### src/rtl/vga_sram_arbiter.sv
// rtl/vga_sram_arbiter.sv - display-priority arbiter sharing one VGA SRAM Wishbone port with the CPU
// Optional grant watchdog enabled by defining VGA_ARB_TIMEOUT_EN.
module vga_sram_arbiter #(
    parameter int MAX_DISP_BURST = 8,
    parameter int TIMEOUT        = 255
) (
    input  logic        wb_clk_i,
    input  logic        wb_rst_i,
    input  logic [16:0] cpu_adr_i,
    input  logic [1:0]  cpu_sel_i,
    input  logic        cpu_we_i,
    input  logic [15:0] cpu_dat_i,
    output logic [15:0] cpu_dat_o,
    input  logic        cpu_stb_i,
    output logic        cpu_ack_o,
    input  logic [16:0] disp_adr_i,
    output logic [15:0] disp_dat_o,
    input  logic        disp_stb_i,
    output logic        disp_ack_o,
    output logic [16:0] sram_adr_o,
    output logic [1:0]  sram_sel_o,
    output logic        sram_we_o,
    output logic [15:0] sram_dat_o,
    input  logic [15:0] sram_dat_i,
    output logic        sram_stb_o,
    input  logic        sram_ack_i,
    output logic [1:0]  grant_o,
    output logic        timeout_o
);

    localparam int CW = $clog2(MAX_DISP_BURST + 1);
    localparam logic [CW-1:0] CNT_MAX = CW'(MAX_DISP_BURST);

    typedef enum logic [1:0] {
        S_IDLE = 2'd0,
        S_DISP = 2'd1,
        S_CPU  = 2'd2
    } state_t;

    state_t          state_q, state_d;
    logic [CW-1:0]   disp_cnt_q, disp_cnt_d;
    logic            tmo_fire;

`ifdef VGA_ARB_TIMEOUT_EN
    localparam int TW = $clog2(TIMEOUT + 1);

    logic [TW-1:0] tmo_cnt_q, tmo_cnt_d;
    logic          timeout_q;

    // Counter restarts in IDLE so every new grant gets a full window.
    always_comb begin
        tmo_cnt_d = '0;
        if (state_q != S_IDLE) begin
            tmo_cnt_d = tmo_cnt_q + TW'(1);
        end
    end

    assign tmo_fire  = (state_q != S_IDLE) && (tmo_cnt_q == TW'(TIMEOUT)) && !sram_ack_i;
    assign timeout_o = timeout_q && !wb_rst_i;

    always_ff @(posedge wb_clk_i) begin
        if (wb_rst_i) begin
            tmo_cnt_q <= '0;
            timeout_q <= 1'b0;
        end else begin
            tmo_cnt_q <= tmo_cnt_d;
            if (tmo_fire) begin
                timeout_q <= 1'b1;
            end
        end
    end
`else
    assign tmo_fire  = 1'b0;
    assign timeout_o = 1'b0;
`endif

    always_ff @(posedge wb_clk_i) begin
        if (wb_rst_i) begin
            state_q    <= S_IDLE;
            disp_cnt_q <= '0;
        end else begin
            state_q    <= state_d;
            disp_cnt_q <= disp_cnt_d;
        end
    end

    // Display wins unless the CPU has already waited out a full burst.
    always_comb begin
        state_d    = state_q;
        disp_cnt_d = disp_cnt_q;
        case (state_q)
            S_IDLE: begin
                if (disp_stb_i && !(cpu_stb_i && disp_cnt_q == CNT_MAX)) begin
                    state_d = S_DISP;
                    if (!cpu_stb_i) begin
                        disp_cnt_d = '0;
                    end else if (disp_cnt_q != CNT_MAX) begin
                        disp_cnt_d = disp_cnt_q + CW'(1);
                    end
                end else if (cpu_stb_i) begin
                    state_d    = S_CPU;
                    disp_cnt_d = '0;
                end else begin
                    disp_cnt_d = '0;
                end
            end
            S_DISP: begin
                if (!disp_stb_i || sram_ack_i || tmo_fire) begin
                    state_d = S_IDLE;
                end
            end
            S_CPU: begin
                if (!cpu_stb_i || sram_ack_i || tmo_fire) begin
                    state_d = S_IDLE;
                end
            end
            default: state_d = S_IDLE;
        endcase
    end

    // Reset gates every output so nothing leaks during a mid-transaction reset.
    always_comb begin
        sram_adr_o = '0;
        sram_sel_o = '0;
        sram_we_o  = 1'b0;
        sram_dat_o = '0;
        sram_stb_o = 1'b0;
        cpu_dat_o  = '0;
        cpu_ack_o  = 1'b0;
        disp_dat_o = '0;
        disp_ack_o = 1'b0;
        grant_o    = 2'b00;
        if (!wb_rst_i) begin
            case (state_q)
                S_DISP: begin
                    grant_o    = 2'b01;
                    sram_adr_o = disp_adr_i;
                    sram_sel_o = 2'b11;
                    sram_stb_o = disp_stb_i && !tmo_fire;
                    disp_ack_o = disp_stb_i && (sram_ack_i || tmo_fire);
                    disp_dat_o = tmo_fire ? 16'hFFFF : sram_dat_i;
                end
                S_CPU: begin
                    grant_o    = 2'b10;
                    sram_adr_o = cpu_adr_i;
                    sram_sel_o = cpu_sel_i;
                    sram_we_o  = cpu_we_i;
                    sram_dat_o = cpu_dat_i;
                    sram_stb_o = cpu_stb_i && !tmo_fire;
                    cpu_ack_o  = cpu_stb_i && (sram_ack_i || tmo_fire);
                    cpu_dat_o  = tmo_fire ? 16'hFFFF : sram_dat_i;
                end
                default: ;
            endcase
        end
    end

endmodule

### config.mk
export PLATFORM = sky130hd
export DESIGN_NAME = vga_sram_arbiter
export DESIGN_NICKNAME = d
export VERILOG_FILES = /design/src/rtl/vga_sram_arbiter.sv
export SDC_FILE = /design/constraint.sdc
export NUM_CORES = 1
export LEC_CHECK = 0
export BUFFER_PORTS_ARGS = -buffer_cell sky130_fd_sc_hd__buf_2
export CAP_MARGIN = 10
export CELL_PAD_IN_SITES_DETAIL_PLACEMENT = 1
export CELL_PAD_IN_SITES_GLOBAL_PLACEMENT = 1
export CORE_UTILIZATION = 17
export CTS_CLUSTER_SIZE = 14
export DETAILED_ROUTE_END_ITERATION = 10
export GPL_TIMING_DRIVEN = 0
export PLACE_DENSITY_LB_ADDON = 0.1
export SETUP_SLACK_MARGIN = 0.2
export SYNTH_ARGS = -nofsm -noshare
export SYNTH_HDL_FRONTEND = slang
export SYNTH_SLANG_ARGS = --single-unit
### constraint.sdc
create_clock -name wb_clk_i -period 1.8 [get_ports wb_clk_i]
set_input_delay 0.18 -clock wb_clk_i [delete_from_list [all_inputs] [get_ports wb_clk_i]]
set_output_delay 0.18 -clock wb_clk_i [all_outputs]
set_load 0.02 [all_outputs]
# == Word level (Yosys, flattened, before mapping) ==
# Cells that the tools add are included.
# totals
regBits,6
word_cells,51
# classes
n_reduce_logical,12
muxes,28
n_eq_ne,8
addsub,1
# ops
cell,count
16-bit two-way mux,6
17-bit one-hot mux with 2 select lines,1
17-bit two-way mux,1
2-bit two-way mux,6
4-bit two-way mux,3
2-bit one-hot mux with 2 select lines,2
1-bit two-way mux,7
2-bit one-hot mux with 3 select lines,1
"4-bit by 1-bit adder with 4-bit output, second input constant",1
"4-bit equality test, second input constant",1
1-bit logical AND,4
"2-bit != test, second input constant",2
"4-bit != test, second input constant",1
1-bit zero test,3
"3-bit by 2-bit != test with 1-bit output, second input constant",1
"3-bit != test, second input constant",1
3-bit AND reduction,1
"2-bit by 1-bit equality test with 1-bit output, second input constant",1
"2-bit equality test, second input constant",1
2-bit zero test,1
1-bit logical OR,2
1-bit one-hot mux with 2 select lines,1
2-bit AND reduction,1

# == Logic depth before layout (Yosys ltp) ==
# depth
depth_word,6
mapped_depth,5

# == Worst setup path before layout ==
# Ideal clock, no wire load.
# synth_timing
path_kind,flip-flop to output port
startpoint,register state_q[1]
endpoint,output disp_dat_o[10]
t_arrival_ps,1507
stages_incl_launch_ff,6
t_required_ps,1620
path_buffers,1
path_slack_ps,113
path_cell_list,dfxtp_1 inv_1 ha_1 nor2b_1 clkbuf_1 and2_1
# synth_between
elab_chain_len,3
# synth_lines
element,line,rtl
"start, declared",40,"state_t state_q, state_d;"
"start signal, assigned",82,state_q <= state_d;
2-bit by 1-bit equality test with 1-bit output,134,case (state_q)
16-bit two-way mux,134,
16-bit two-way mux,133,if (!wb_rst_i) begin
"end, declared",17,"output logic [15:0] disp_dat_o,"
# No other way between the ends.

# == Final worst setup path ==
# layout_timing
startpoint,register state_q[0]
endpoint,output sram_dat_o[9]
# layout_between
elab_chain_len,3
# layout_lines
element,line,rtl
2-bit equality test,134,
16-bit two-way mux,134,
16-bit two-way mux,133,
"end, declared",23,"output logic [15:0] sram_dat_o,"
# No other way between the ends.

==> flow_summary.toml <==
[route]
finalWirelength_um = 5710
vias_per_cell = 4.48
ant_nets = 0
drc = 0
drtIter0Drc = 25
wire_per_inst_um = 14.7
vias = 1738
dr.pass1.iters = 3

[logic_synthesis]
syn-cell-area_sq_mm = 0.00103
ys_seq_elements = 6
synthTopCellsByCount = "and2_1 (49), nor2_1 (24), a22oi_1 (18)"
ys.flop_type = "dfxtp_1"
synth_cells = 155
synthTopCellsByArea = "and2_1 (30%), a22oi_1 (13%), dfxtp_1 (12%)"
ys_types = 29
yosysTopAreaCellShare = 0.297
synthArstFlopShare = 0
synth_edf_count = 0
yosys.area.top_type = "and2_1"
synth-seq-area-share = 0.117
synth_fp_nets = 236
syn_area_per_cell_sq_um = 6.65
synth_most_common_cell = "and2_1"
synth-warning-count = 0

[floorplan]
die_y_um = 79.9
coreArea_sq_mm = 0.00568
rows = 27
start_util = 0.182
io_pins = 148
dieArea_sq_mm = 0.00638
die_w_um = 79.9

[clock_tree]
clk_pin_slew_worst_paths_ns = 0.04
ctsHoldBuffers = 0
cts_root_buf = "clkbuf_8"
numClockSinks = 6
numCtsBuffers = 3
h-tree-depth = 1
clockBufferDepth = 2
cts_tree = "done"
clock_latency_ns = 0.22

[sta]
finClkSkew_ns = 0.00322
setup_viol = 0
layout_min_cycle_time_ns = 1.67
holdWs_ns = 0.292
rsz0062_at_grt = "yes"
fmax_mhz = 598
finalCritPeriodShare = 0.929
maxSlewViolCount = 0
hold_violations = 0

[cells_and_area]
multiInputGateArea_sq_mm = 0.00110
area_growth_pct = 165
diodes = 0
seqCellArea_sq_um = 128
nets = 399
drive_gt1_frac = 0.772
n_fill_cell = 685
final_area_sq_mm = 0.00274
stdcell_count = 388

[power_and_ir_drop]
power.switching_mw = 0.392
seqPwrFrac = 0.146
power_frac_comb = 0.653
ir_drop_mv = 0.317
switching_share = 0.381
p_total_mw = 1.03
p_per_area_mw_per_mm2 = 376
p_leak_nw = 1.32
p_clk_frac = 0.201
p_int_mw = 0.637

[setup_path]
crit_required_ns = 1.62
end_kind = "output pin"
cp-start-kind = "register"
worst-path-max-fanout = 10
cp_data_arrival_time_ns = 1.49
crit_type = "reg2out"

[global_routing]
overflow = 0
track_usage = 0.155
grt_max_degree = 11
grt_pass1_vias = 1614
antenna_found_initial = 0
grt_pass1_wl_um = 7810

[flow_run]
cap_violations = 0

[placement]
placed_area_sq_mm = 0.00185
place_hpwl_um = 4280
portBuffers = 146
place_congestion = 0.721
placedCellCount = 373

[min_path]
hp-class = "in2reg"

[run_status]
status = "finished, final reports clean"
## worst paths after layout
path	start	endpoint	slack, ns	cells past startpoint
hold / removal	disp_stb_i	state_q[0]	0.29	3
setup / recovery	state_q[0]	sram_dat_o[9]	0.13	7
setup reg to reg	state_q[0]	state_q[1]	0.26	6
hold reg to reg	disp_cnt_q[0]	disp_cnt_q[0]	0.50	2
## cells in the final DEF (no fill, tap or decap), types with 4 or more instances in the layout
cell type,count
a22oi_2,16
and2_1,21
and2_4,28
buf_2,81
buf_4,28
buf_6,50
buf_8,4
clkbuf_8,5
dfxtp_1,4
ha_1,4
nand3_1,4
nor2_1,15
nor2_2,7
## kinds of logic after synthesis
logic type,count (synthesis),synth area share
other,1,0.00364
flip-flops,6,0.117
buffers and inverters,17,0.0680
AO/OA/AOI/OAI,28,0.191
AND/OR/NAND/NOR,94,0.516
multiplexers,2,0.0206
adder cells (fa/ha/maj),7,0.0849
## flip-flops by register name (all words and copies together), names as in the netlist
register    count
state_q         2
disp_cnt_q      4
## metal layers
metal | global-route usage | wire [um]
met3 | 0.0537 | 499
met2 | 0.305 | 3140
met4 | 0.0339 | 76
met5 | 0 | 0
met1 | 0.154 | 1990
## power groups by stage
stage	sequential [mW]	combinational, mW	clock [mW]
floorplan	0.147	0.241	0
global placement	0.148	0.416	0
detailed placement	0.149	0.421	0
CTS	0.151	0.515	0.210
global route	0.151	0.723	0.221
finish	0.150	0.672	0.206
## timing repair
action	4_1_cts	5_1_grt
gates cloned	1	2
hold endpoints to repair	0	0
gates resized for setup	83	145
buffers inserted	4	5
pin swaps	1	23
endpoints found under the setup margin	74	73
## worst max-delay path, stage by stage (launching register included)
cell and delay (ns):
dfxtp_4 0.35, inv_6 0.07, ha_4 0.15, nor2b_4 0.18, buf_12 0.13, buf_8 0.11
and2_1 0.15, buf_6 0.12
## metrics by stage
stage                      util  setup slack [ns]  TNS (ns)
after floorplan               -             0.243         0
after global placement    0.326           -0.0779     -1.49
after detailed placement  0.326            -0.117     -2.47
after CTS                 0.385             0.124         0
after global routing      0.482            0.0788         0
final                     0.482             0.128         0
## cell type report
cell class	count	share of cell area
buffer	12	0.0535
clock buffer	3	0.0151
inverter	5	0.00961
multi-input combinational	132	0.403
sequential	6	0.0467
tap	72	0.0329
timing repair buffer	158	0.439
Power figures use the tool's default switching activity.
